## config.mk

```make
export PLATFORM = sky130hd
export DESIGN_NAME = flicky_video_timing_flat
export DESIGN_NICKNAME = d
export VERILOG_FILES = /design/src/rtl/flicky_video_timing_if.sv /design/src/rtl/flicky_video_timing.sv /design/src/flat_wrapper.sv
export SDC_FILE = /design/constraint.sdc
export NUM_CORES = 1
export LEC_CHECK = 0
export BUFFER_PORTS_ARGS = -buffer_cell sky130_fd_sc_hd__buf_4
export CAP_MARGIN = 0
export CORE_ASPECT_RATIO = 0.75
export CORE_MARGIN = 3
export CORE_UTILIZATION = 50
export DETAILED_ROUTE_END_ITERATION = 8
export GPL_ROUTABILITY_DRIVEN = 1
export PLACE_DENSITY = 0.75
export SLEW_MARGIN = 10
export SYNTH_ARGS = -nofsm -noshare
export SYNTH_HDL_FRONTEND = slang
export SYNTH_SLANG_ARGS = --single-unit
```

## constraint.sdc

```tcl
create_clock -name VCLKx8 -period 2.6 [get_ports VCLKx8]
set_input_delay 0.26 -clock VCLKx8 [delete_from_list [all_inputs] [get_ports VCLKx8]]
set_output_delay 0.26 -clock VCLKx8 [all_outputs]
set_load 0.05 [all_outputs]
```

## src/rtl/flicky_video_timing_if.sv

```systemverilog
// Video timing bundle: beam coordinates, blanking/sync, IRQ handshake and pixel path.
interface flicky_video_timing_if;
  logic       PCLK_EN;
  logic [8:0] PH;
  logic [8:0] PV;
  logic       HBLK;
  logic       VBLK;
  logic       HSYNC;
  logic       VSYNC;
  logic       FIELD;
  logic       IRQ;
  logic       IRQ_ACK;
  logic [7:0] RGB8;
  logic [2:0] R;
  logic [2:0] G;
  logic [1:0] B;

  modport master (
    output PCLK_EN, PH, PV, HBLK, VBLK, HSYNC, VSYNC, FIELD, IRQ, R, G, B,
    input  IRQ_ACK, RGB8
  );

  modport slave (
    input  PCLK_EN, PH, PV, HBLK, VBLK, HSYNC, VSYNC, FIELD, IRQ, R, G, B,
    output IRQ_ACK, RGB8
  );
endinterface

```

## src/rtl/flicky_video_timing.sv

```systemverilog
// Flicky raster timing generator: pixel-clock divider, beam counters,
// blanking/sync decodes, vblank IRQ and one-pixel delayed blanked RGB output.
module flicky_video_timing #(
  parameter int unsigned H_TOTAL  = 320,
  parameter int unsigned H_ACTIVE = 256,
  parameter int unsigned HS_START = 280,
  parameter int unsigned HS_END   = 304,
  parameter int unsigned V_TOTAL  = 262,
  parameter int unsigned V_ACTIVE = 224,
  parameter int unsigned VS_START = 234,
  parameter int unsigned VS_END   = 237
) (
  input  logic                  VCLKx8,
  input  logic                  RESET,
  flicky_video_timing_if.master vid
);

  localparam logic [8:0] H_LAST  = 9'(H_TOTAL - 1);
  localparam logic [8:0] V_LAST  = 9'(V_TOTAL - 1);
  localparam logic [8:0] H_ACT9  = 9'(H_ACTIVE);
  localparam logic [8:0] V_ACT9  = 9'(V_ACTIVE);
  localparam logic [8:0] HS_S9   = 9'(HS_START);
  localparam logic [8:0] HS_E9   = 9'(HS_END);
  localparam logic [8:0] VS_S9   = 9'(VS_START);
  localparam logic [8:0] VS_E9   = 9'(VS_END);

  logic [2:0] div_q, div_d;
  logic       pclk_en_q, pclk_en_d;
  logic [8:0] ph_q, ph_d;
  logic [8:0] pv_q, pv_d;
  logic       hblk_q, hblk_d;
  logic       vblk_q, vblk_d;
  logic       hsync_q, hsync_d;
  logic       vsync_q, vsync_d;
  logic       field_q, field_d;
  logic       irq_q, irq_d;
  logic [7:0] pix_q, pix_d;
  logic       blank_q, blank_d;
  logic       line_end;
  logic       frame_end;
  logic       irq_set;
  logic       irq_clr;

  // Next-state: divider, beam counters, decodes of the next beam position, IRQ and pixel pipe.
  always_comb begin
    div_d     = div_q + 3'd1;
    pclk_en_d = (div_q == 3'd6);
    ph_d      = ph_q;
    pv_d      = pv_q;
    field_d   = field_q;
    line_end  = pclk_en_q && (ph_q == H_LAST);
    frame_end = line_end && (pv_q == V_LAST);

    if (pclk_en_q) begin
      if (line_end) begin
        ph_d = '0;
        if (frame_end) begin
          pv_d    = '0;
          field_d = ~field_q;
        end else begin
          pv_d = pv_q + 9'd1;
        end
      end else begin
        ph_d = ph_q + 9'd1;
      end
    end

    // Decoding the next values keeps the flags coincident with the PH/PV they describe.
    hblk_d  = (ph_d >= H_ACT9);
    vblk_d  = (pv_d >= V_ACT9);
    hsync_d = (ph_d >= HS_S9) && (ph_d < HS_E9);
    vsync_d = (pv_d >= VS_S9) && (pv_d < VS_E9);

    // Set has priority over both acknowledge and the end-of-frame auto clear.
    irq_set = line_end && (pv_d == V_ACT9);
    irq_clr = (vid.IRQ_ACK && irq_q) || frame_end;
    irq_d   = irq_set || (irq_q && !irq_clr);

    // Blank flag belongs to the position the captured pixel will be shown at.
    pix_d   = pclk_en_q ? vid.RGB8 : pix_q;
    blank_d = pclk_en_q ? (hblk_d || vblk_d) : blank_q;
  end

  // State register with synchronous reset.
  always_ff @(posedge VCLKx8) begin
    if (RESET) begin
      div_q     <= '0;
      pclk_en_q <= 1'b0;
      ph_q      <= '0;
      pv_q      <= '0;
      hblk_q    <= 1'b0;
      vblk_q    <= 1'b0;
      hsync_q   <= 1'b0;
      vsync_q   <= 1'b0;
      field_q   <= 1'b0;
      irq_q     <= 1'b0;
      pix_q     <= '0;
      blank_q   <= 1'b0;
    end else begin
      div_q     <= div_d;
      pclk_en_q <= pclk_en_d;
      ph_q      <= ph_d;
      pv_q      <= pv_d;
      hblk_q    <= hblk_d;
      vblk_q    <= vblk_d;
      hsync_q   <= hsync_d;
      vsync_q   <= vsync_d;
      field_q   <= field_d;
      irq_q     <= irq_d;
      pix_q     <= pix_d;
      blank_q   <= blank_d;
    end
  end

  assign vid.PCLK_EN = pclk_en_q;
  assign vid.PH      = ph_q;
  assign vid.PV      = pv_q;
  assign vid.HBLK    = hblk_q;
  assign vid.VBLK    = vblk_q;
  assign vid.HSYNC   = hsync_q;
  assign vid.VSYNC   = vsync_q;
  assign vid.FIELD   = field_q;
  assign vid.IRQ     = irq_q;
  assign vid.R       = blank_q ? 3'd0 : pix_q[2:0];
  assign vid.G       = blank_q ? 3'd0 : pix_q[5:3];
  assign vid.B       = blank_q ? 2'd0 : pix_q[7:6];

endmodule

```

## src/flat_wrapper.sv

```systemverilog
// flat-port wrapper written by rule: the top's interface ports become plain ports
module flicky_video_timing_flat 
#(
  parameter int unsigned H_TOTAL  = 320,
  parameter int unsigned H_ACTIVE = 256,
  parameter int unsigned HS_START = 280,
  parameter int unsigned HS_END   = 304,
  parameter int unsigned V_TOTAL  = 262,
  parameter int unsigned V_ACTIVE = 224,
  parameter int unsigned VS_START = 234,
  parameter int unsigned VS_END   = 237
)
  (VCLKx8, RESET, vid_PCLK_EN, vid_PH, vid_PV, vid_HBLK, vid_VBLK, vid_HSYNC, vid_VSYNC, vid_FIELD, vid_IRQ, vid_R, vid_G, vid_B, vid_IRQ_ACK, vid_RGB8);
  flicky_video_timing_if vid_i ();
  input  logic VCLKx8;
  input  logic RESET;
  output wire logic [$bits(vid_i.PCLK_EN)-1:0] vid_PCLK_EN;
  output wire logic [$bits(vid_i.PH)-1:0] vid_PH;
  output wire logic [$bits(vid_i.PV)-1:0] vid_PV;
  output wire logic [$bits(vid_i.HBLK)-1:0] vid_HBLK;
  output wire logic [$bits(vid_i.VBLK)-1:0] vid_VBLK;
  output wire logic [$bits(vid_i.HSYNC)-1:0] vid_HSYNC;
  output wire logic [$bits(vid_i.VSYNC)-1:0] vid_VSYNC;
  output wire logic [$bits(vid_i.FIELD)-1:0] vid_FIELD;
  output wire logic [$bits(vid_i.IRQ)-1:0] vid_IRQ;
  output wire logic [$bits(vid_i.R)-1:0] vid_R;
  output wire logic [$bits(vid_i.G)-1:0] vid_G;
  output wire logic [$bits(vid_i.B)-1:0] vid_B;
  input wire logic [$bits(vid_i.IRQ_ACK)-1:0] vid_IRQ_ACK;
  input wire logic [$bits(vid_i.RGB8)-1:0] vid_RGB8;
  assign vid_PCLK_EN = vid_i.PCLK_EN;
  assign vid_PH = vid_i.PH;
  assign vid_PV = vid_i.PV;
  assign vid_HBLK = vid_i.HBLK;
  assign vid_VBLK = vid_i.VBLK;
  assign vid_HSYNC = vid_i.HSYNC;
  assign vid_VSYNC = vid_i.VSYNC;
  assign vid_FIELD = vid_i.FIELD;
  assign vid_IRQ = vid_i.IRQ;
  assign vid_R = vid_i.R;
  assign vid_G = vid_i.G;
  assign vid_B = vid_i.B;
  assign vid_i.IRQ_ACK = vid_IRQ_ACK;
  assign vid_i.RGB8 = vid_RGB8;
  flicky_video_timing #(.H_TOTAL(H_TOTAL), .H_ACTIVE(H_ACTIVE), .HS_START(HS_START), .HS_END(HS_END), .V_TOTAL(V_TOTAL), .V_ACTIVE(V_ACTIVE), .VS_START(VS_START), .VS_END(VS_END)) u_core (.VCLKx8(VCLKx8), .RESET(RESET), .vid(vid_i));
endmodule
```

Word-level counts from Yosys, hierarchy flattened --
Cells that the tools add are included.
Cells by class: eq/ne operators 4, reduce and logical (&&, ||, !) cells 12, multiplexer cells 8, bitwise logic cells 1, add/sub/neg operators 3, $lt $le $gt $ge 6
Operators by type and width (number):
- 2-to-1 mux 9 bit | 5
- adder 9 x 1 -> 9 bit, second input constant | 2
- == test 9 bit, second input constant | 2
- >= comparator 9 x 8 -> 1 bit, second input constant | 2
- >= comparator 9 bit, second input constant | 2
- == test 9 x 8 -> 1 bit, second input constant | 1
- less-than comparator 9 x 8 -> 1 bit, second input constant | 1
- less-than comparator 9 bit, second input constant | 1
- logical AND 1 bit | 7
- 2-to-1 mux 3 bit | 2
- adder 3 x 1 -> 3 bit, second input constant | 1
- == test 3 bit, second input constant | 1
- logical OR 1 bit | 3
- AND reduction 3 bit | 1
- 2-to-1 mux 2 bit | 1
- logical NOT 1 bit | 1
- inverter 1 bit | 1
Word-level totals: word-level logic and storage cells 46, input port bits 11, output and inout port bits 33, bits in registers 37

Depth between registers and ports, before layout --
Gate-level depths: netlist (run 1).
depth after elaboration 9, mapped depth 9, gate-level depth less buffers 8

Worst setup path after synthesis (run 1) --
Ideal clock, no wire load.
path kind register -> register, from register u_core.pv_q[1] (netlist: u_core.vid.PV[1]), to register u_core.irq_q (netlist: u_core.vid.IRQ), clock period less this slack 2.835 ns, setup slack -0.235 ns, library setup time 0.069 ns, data arrival time 2.766 ns, buffers on the path 1, data required time 2.531 ns, cell stages (with the launch flop) 9, cell sequence dfxtp_1 -> ha_1 -> clkbuf_1 -> inv_1 -> or4_4 -> nor3b_2 -> o2111ai_1 -> or4_1 -> o21ai_1
On the way: word-level cells in the longest chain between the ends 8, elaborated cells on any way between the ends 12, those cells by class add/sub: 1; eq/ne: 2; mux: 3; reduce/logical: 6
RTL lines:
- from (decl) | line flicky_video_timing.sv:30 | logic [8:0] pv_q, pv_d;
- from (signal assigned) | line flicky_video_timing.sv:103 | pv_q <= pv_d;
- branches (longest 7 deep; another with adder 9 x 1 -> 9 bit)
- logical OR 1 bit (*) | line flicky_video_timing.sv:77 | irq_d = irq_set || (irq_q && !irq_clr);
- to (signal assigned) | line flicky_video_timing.sv:109 | irq_q <= irq_d;
- to (decl) | line flicky_video_timing.sv:36 | logic irq_q, irq_d;
Mark *: on every way between the ends. A chain may end at the register's enable or synchronous reset.

Final worst setup path (run 1) --
from register u_core.ph_q[3] (netlist: u_core.vid.PH[3]), to register u_core.irq_q (netlist: u_core.vid.IRQ)
On the way: word-level cells in the longest chain between the ends 9, elaborated cells on any way between the ends 12, those cells by class eq/ne: 2; mux: 3; reduce/logical: 7
RTL lines:
- from (decl) | line flicky_video_timing.sv:29 | logic [8:0] ph_q, ph_d;
- from (signal assigned) | line flicky_video_timing.sv:102 | ph_q <= ph_d;
- == test 9 bit (*) | line flicky_video_timing.sv:51 | line_end = pclk_en_q && (ph_q == H_LAST);
- logical AND 1 bit (*) | line flicky_video_timing.sv:51
- logical AND 1 bit | line flicky_video_timing.sv:52 | frame_end = line_end && (pv_q == V_LAST);
- 2-to-1 mux 9 bit | line flicky_video_timing.sv:57 | if (frame_end) begin
- 2-to-1 mux 9 bit | line flicky_video_timing.sv:55 | if (line_end) begin
- 2-to-1 mux 9 bit | line flicky_video_timing.sv:54 | if (pclk_en_q) begin
- == test 9 x 8 -> 1 bit | line flicky_video_timing.sv:75 | irq_set = line_end && (pv_d == V_ACT9);
- logical AND 1 bit | line flicky_video_timing.sv:75
- logical OR 1 bit (*) | line flicky_video_timing.sv:77
Every way passes the cells marked *; elsewhere a longest branch is shown, timed or not.

==> results of run 1 <==
-- worst max path at each step --
stage	from	endpoint	slack, ps
6_report	u_core.vid.PH[3]	u_core.vid.IRQ	200
5_1_grt	u_core.vid.PH[3]	u_core.vid.IRQ	10
3_5_place_dp	u_core.vid.PH[3]	u_core.vid.IRQ	220
4_1_cts	u_core.vid.PH[3]	u_core.vid.IRQ	200
2_1_floorplan	u_core.vid.PH[5]	u_core.vid.IRQ	-20
3_3_place_gp	u_core.vid.PH[3]	u_core.vid.IRQ	290
-- layout make-up --
class / instances / area share
inverter: 7 / 0.0114
multi-input combinational: 153 / 0.437
tap: 40 / 0.0218
sequential: 36 / 0.315
timing repair buffer: 53 / 0.173
clock buffer: 7 / 0.0419
-- registers in the layout, summed over array words and instances (netlist names) --
name	cells
u_core.vid.IRQ	1
u_core.pix_q	8
u_core.vid.PH	8
u_core.vid.PCLK_EN	1
u_core.vid.FIELD	1
u_core.blank_q	1
u_core.div_q	3
u_core.vid.VBLK	1
u_core.vid.HSYNC	1
u_core.vid.PV	9
u_core.vid.VSYNC	1
u_core.vid.HBLK	1
-- cell families after synthesis --
logic type | after synthesis
AOI/OAI and AO/OA | 28
xor gates and xnor gates | 14
adders and majority gates | 5
buffers and inverters | 22
DFF | 36
muxes | 10
and+or+nand+nor | 96
-- placed cells by master (no fill, tap or decap), types with 7 or more instances in the layout --
master,n
nor3_1,8
buf_4,53
nor2_1,34
nor2b_1,10
nand3_1,7
dfxtp_1,32
xor2_1,9
clkbuf_8,7
inv_1,7
a21oi_1,8
mux2i_1,10
-- critical path: cells and delay by family, from the launching register on --
| kind | cells | cell delay (ps) |
|---|---|---|
| simple gates | 4 | 1580 |
| flops | 1 | 440 |
| compound gates | 2 | 310 |
-- through the flow --
| stage | util | power [µW] | setup TNS (ps) |
|---|---|---|---|
| 2_1_floorplan | - | 590 | -24.6 |
| 3_3_place_gp | 0.653 | 606 | 0 |
| 3_5_place_dp | 0.653 | 606 | 0 |
| 4_1_cts | 0.681 | 1020 | 0 |
| 5_1_grt | 0.681 | 1050 | 0 |
| 6_report | 0.681 | 1010 | 0 |
-- where the power goes --
| part | total [µW] | switching [µW] | internal [µW] | leakage (µW) |
|---|---|---|---|---|
| sequential | 560 | 3.39 | 556 | 0.000293 |
| clock | 418 | 182 | 236 | 0.0000503 |
| combinational | 33.5 | 17.1 | 16.3 | 0.000617 |
-- routing by layer --
metal / GRT usage / wire [µm] / share of wire
met1: 0.290 / 2020 / 0.49
met3: 0.0589 / 246 / 0.060
met5: 0 / 0 / 0
met4: 0.0748 / 58 / 0.014
met2: 0.285 / 1770 / 0.43
==> flow_summary_export.csv, run 1 <==
group,metric,value,unit
outcome,status,"completed",
synthesis,synth_simple_gate_area_frac,0.296,
detailed_routing,wl_per_cell,13.8,µm
setup_path,reg2reg_slack,200,ps
synthesis,synthXorXnorAreaFrac,0.0676,
die,die_w,75.6,µm
detailed_routing,ant_nets,0,
synthesis,syn_avg_cell_area,8.60,µm²
timing,period_needed,2400,ps
global_route,grt_pass1_vias,1494,
finish,finalNonFillerCells,296,
finish,final-seq-area,726,µm²
setup_path,critical_path.reg2reg.endpoint,"u_core.vid.IRQ",
setup_path,cp_max_fo,7,
global_route,grt_pass1_wl,6810,µm
setup_path,critical_path_class,"register to register",
die,io_pins,44,
synthesis,synth_top_family_by_area,"simple AND/OR/NAND/NOR gates",
synthesis,syn_inst,211,
detailed_routing,viasPerCell,5.46,
setup_path,r2r_start,"u_core.vid.PH[3]",
place,dp.cells,289,
timing,max_slew.worst_pin.slew,513,ps
power_and_ir_drop,power_density,439,mW/mm²
setup_path,startpoint_type,"register",
synthesis,synth_edf_count,0,
timing,period_share,0.924,
worst_hold_path,min-delay-start,"vid_RGB8[4]",
clock_network,clock_latency,280,ps
timing,finalHoldWorstSlack,208,ps
timing,finalHoldViolations,0,
power_and_ir_drop,ir_drop,355,µV
finish,syn2layout_area_growth,26.8,%
clock_network,clockBufferDepth,2,
synthesis,synthDistinctLibCells,47,
synthesis,yosys_warnings,0,
die,std_cell_rows,18,
synthesis,synth.mux.area_fraction,0.0552,
global_route,grt_max_degree,29,
detailed_routing,vias,1616,
finish,multi_input_area,0.00100,mm²
timing,fin_ws,197,ps
clock_network,cts_num_sinks,36,
timing,fmax,416,MHz
synthesis,synth_top_area_share,0.397,
timing,fin_skew,2.16,ps
synthesis,synth.area.top_cells,"dfxtp_1 (40%), nor2_1 (7.0%), mux2i_1 (5.5%)",
place,place_ws,223,ps
synthesis,synth_area_leader_cell,"dfxtp_1",
die,die_y,58.2,µm
timing,drv_slew,0,
clock_network,ctsResizeCount,0,
synthesis,syn_nets,227,
setup_path,cp_slowest_cell,"or4_4",
die,start_util,0.537,
worst_hold_path,hold_depth,3,
clock_network,postCtsSetupRepairBufs,0,
setup_path,reg2reg_depth,6,
global_route,antenna_found_initial,0,
synthesis,synth_adder_area_share,0.0345,
synthesis,synth_commonest_cells,"dfxtp_1 (36), nor2_1 (34), clkbuf_1 (10), mux2i_1 (10), nor2b_1 (10)",
synthesis,synthFlopType,"dfxtp_1",
finish,drive_gt1_frac,0.277,
finish,final_area,0.00230,mm²
detailed_routing,first_pass_iters,4,
clock_network,clockRootBuffer,"clkbuf_8",
global_route,grt_overflow,0,
timing,relSlewSlack,0.655,
flow_run,maxCapViolations,0,
setup_path,critPathRequiredTime,2820,ps
place,port-buffer-count,43,
clock_network,cts_buffers,5,
worst_hold_path,hold_path.class,"input pin to register",
setup_path,crit_arrival,2620,ps
place,hpwl,2950,µm
synthesis,ys_seq_area_frac,0.397,
setup_path,worst_path_largest_cell_delay,590,ps
synthesis,ys_ff_latch,36,
place,place_area,0.00220,mm²
power_and_ir_drop,p_leak,0.000960,µW
clock_network,cts_tree,"yes",
global_route,grt_usage,0.202,
timing,grt_setup_unrepaired,"false",
finish,fin_nets,272,
setup_path,cp-end-kind,"register",
finish,diodes,0,
detailed_routing,routed_wl,4090,µm
synthesis,synth-async-reset-ratio,0,
synthesis,syn_area,0.00181,mm²
synthesis,yosysMostFrequentCell,"dfxtp_1",
clock_network,ctsHoldBuffers,0,
timing,setup_viol,0,
die,core,0.00338,mm²
place,globalplace.congestion,0.889,
worst_hold_path,hold_path_end,"u_core.pix_q[4]",
synthesis,synth_compound_area_frac,0.101,
clock_network,path_clk_slew,70,ps
finish,num-fill-cells,273,
detailed_routing,drc,0,
clock_network,cts.htree.levels,2,
setup_path,worstPathCellList,"nand3_1 > or4_4 > nor3b_2 > o2111ai_1 > or4_1 > o21ai_1",
die,die_area,0.00439,mm²
detailed_routing,drt_iter0_drc,136,
(Power assumes the default switching activity.)
==> inputs of run 2 (changes only) <==
--- a/config.mk
+++ b/config.mk
@@ -5,6 +5,7 @@
 export SDC_FILE = /design/constraint.sdc
 export NUM_CORES = 1
 export LEC_CHECK = 0
+export ABC_AREA = 1
 export BUFFER_PORTS_ARGS = -buffer_cell sky130_fd_sc_hd__buf_4
 export CAP_MARGIN = 0
 export CORE_ASPECT_RATIO = 0.75
@@ -13,7 +14,7 @@
 export DETAILED_ROUTE_END_ITERATION = 8
 export GPL_ROUTABILITY_DRIVEN = 1
 export PLACE_DENSITY = 0.75
-export SLEW_MARGIN = 10
+export SLEW_MARGIN = 5
 export SYNTH_ARGS = -nofsm -noshare
 export SYNTH_HDL_FRONTEND = slang
 export SYNTH_SLANG_ARGS = --single-unit
==> constraint.sdc (replaced) <==
create_clock -name VCLKx8 -period 2.6 [get_ports VCLKx8]
set_input_delay 0.52 -clock VCLKx8 [delete_from_list [all_inputs] [get_ports VCLKx8]]
set_output_delay 0.52 -clock VCLKx8 [all_outputs]
set_load 0.05 [all_outputs]
==> run 2 against run 1 <==
Effect of this change: cell count increased by 22%; clock power grew 18%; non-clock buffer count fell by 10; synthesized area grew 7.6%; sequential cell count did not move; largest cell class unchanged; largest power group unchanged.
==> flow_summary_export.csv, run 2 <==
group,metric,value,unit
outcome,status,"completed",
synthesis,ys_ff_latch,36,
global_route,grt_max_degree,25,
die,start_util,0.556,
power_and_ir_drop,p_total,1090,µW
clock_network,path_clk_slew,70,ps
timing,max_slew.worst_pin.slew,381,ps
power_and_ir_drop,ir_drop,376,µV
setup_path,critical_path_class,"register to register",
setup_path,critPathRequiredTime,2830,ps
place,port-buffer-count,43,
timing,setup_viol,0,
flow_run,maxCapViolations,0,
clock_network,clockBufferDepth,2,
setup_path,startpoint_type,"register",
global_route,grt_usage,0.189,
detailed_routing,viasPerCell,4.81,
finish,final_area,0.00237,mm²
synthesis,synth_commonest_cells,"nand2_1 (55), nor2_1 (47), dfxtp_1 (36)",
die,std_cell_rows,18,
timing,relSlewSlack,0.745,
die,die_w,78.1,µm
synthesis,syn_area,0.00195,mm²
timing,fin_ws,813,ps
synthesis,synth-async-reset-ratio,0,
synthesis,synth_edf_count,0,
timing,finalHoldViolations,0,
synthesis,synth.area.top_cells,"dfxtp_1 (37%), nand2_1 (11%), nor2_1 (9.0%)",
clock_network,cts.htree.levels,2,
finish,layout_commonest_cell,"nand2_1",
synthesis,yosysMostFrequentCell,"nand2_1",
timing,tns,0,ps
global_route,grt_pass1_wl,7020,µm
timing,fin_skew,7.71,ps
worst_hold_path,hold_path.class,"register to register",
place,place_ws,821,ps
clock_network,cts_tree,"yes",
detailed_routing,first_pass_iters,4,
global_route,grt_pass1_vias,1572,
timing,fmax,560,MHz
finish,fin_nets,327,
timing,period_share,0.687,
clock_network,cts_num_sinks,36,
detailed_routing,vias,1740,
timing,drv_slew,0,
timing,period_needed,1790,ps
clock_network,cts_buffers,5,
die,die_y,60.1,µm
timing,grt_setup_unrepaired,"false",
synthesis,synthDistinctLibCells,31,
finish,largest_reg_flops,9,
power_and_ir_drop,power_density,459,mW/mm²
finish,diodes,0,
synthesis,ys_seq_area_frac,0.369,
detailed_routing,ant_nets,0,
clock_network,postCtsSetupRepairBufs,0,
place,place_area,0.00226,mm²
finish,finalNonFillerCells,362,
synthesis,synth_top_area_share,0.369,
synthesis,yosys_warnings,0,
die,die_area,0.00470,mm²
setup_path,crit_arrival,2020,ps
setup_path,cp_max_fo,18,
clock_network,clockRootBuffer,"clkbuf_8",
synthesis,syn_nets,287,
finish,layout_common_cells,"nand2_1 (55), nor2_1 (47), buf_4 (43), dfxtp_1 (36), inv_1 (32)",
place,hpwl,3120,µm
synthesis,syn_avg_cell_area,7.20,µm²
synthesis,synthFlopType,"dfxtp_1",
global_route,grt_overflow,0,
detailed_routing,drc,0,
synthesis,synth_area_leader_cell,"dfxtp_1",
clock_network,clock_latency,290,ps
detailed_routing,drt_iter0_drc,45,
clock_network,ctsHoldBuffers,0,
power_and_ir_drop,p_leak,0.00113,µW
place,globalplace.congestion,0.794,
die,io_pins,44,
finish,syn2layout_area_growth,21.7,%
die,core,0.00351,mm²
synthesis,syn_inst,271,
global_route,antenna_found_initial,0,
detailed_routing,wl_per_cell,11.5,µm
detailed_routing,routed_wl,4160,µm
place,dp.cells,354,
clock_network,ctsResizeCount,0,
finish,drive_gt1_frac,0.260,
setup_path,cp-end-kind,"register",
[run 2: cell types whose count changed after synthesis, sizes merged, moves of 5 or more]
cell and change:
nor2 +20, clkbuf -5, nand2 +60, a21oi +6, mux2i -10, inv +29
nand3 +9, xor2 -6, o21ai +9, nor2b -10
[run 2: layout make-up]
| type | count | area [µm²] |
|---|---|---|
| Clock inverter | 3 | 42.5 |
| Clock buffer | 5 | 68.8 |
| Inverter | 36 | 138 |
| Tap cell | 50 | 62.6 |
| Fill cell | 342 | 1140 |
| Multi-Input combinational cell | 189 | 1020 |
| Sequential cell | 36 | 721 |
| Timing Repair Buffer | 43 | 323 |
[run 2: critical path, cell delays in order (launching register included)]
cell     delay, ps
dfxtp_1        550
inv_4          170
nor2_8         150
nand2_4         80
nor2_8         210
o21ai_2         90
nand2_2         90
nand2_2         70
nor3_2         160
nand3_1         90
nand2_1         70
[run 2: per-layer routing]
| metal | wire (µm) | global-route usage | up-vias |
|---|---|---|---|
| met5 | 0 | 0 | - |
| met4 | 34 | 0.0623 | 0 |
| met3 | 254 | 0.0557 | 6 |
| met2 | 1770 | 0.299 | 46 |
| met1 | 2110 | 0.251 | 764 |
| li1 | - | - | 924 |
[run 2: metrics by stage]
step | util | hold WS [ps]
after floorplan | - | 417
after global placement | 0.644 | 428
after detailed placement | 0.644 | 438
after CTS | 0.676 | 451
after global routing | 0.676 | 458
final | 0.676 | 447
[run 2: power breakdown]
group          switching, µW  internal, µW  leakage [µW]  total (µW)
sequential              3.43           556      0.000291         560
clock                    209           284     0.0000541         493
combinational           21.5          16.8      0.000787        38.4
[run 2: path summary, 6_finish.rpt]
path	slack, ps	cells after the start	endpoint	start
worst max-delay path	810	10	u_core.vid.IRQ	u_core.vid.PCLK_EN
worst min-delay path	450	1	u_core.div_q[0]	u_core.div_q[0]
worst max register to register	810	10	u_core.vid.IRQ	u_core.vid.PCLK_EN
worst min register to register	450	1	u_core.div_q[0]	u_core.div_q[0]
[run 2: cells by family (layout without fill, tap and decap cells)]
family          count (synthesis)  in the layout  synth area share
buf+inv                        46             87             0.108
flops                          36             36             0.369
fa+ha+maj                       5              5            0.0321
compound gates                 31             31            0.0904
simple gates                  146            146             0.369
xor+xnor                        7              7            0.0314
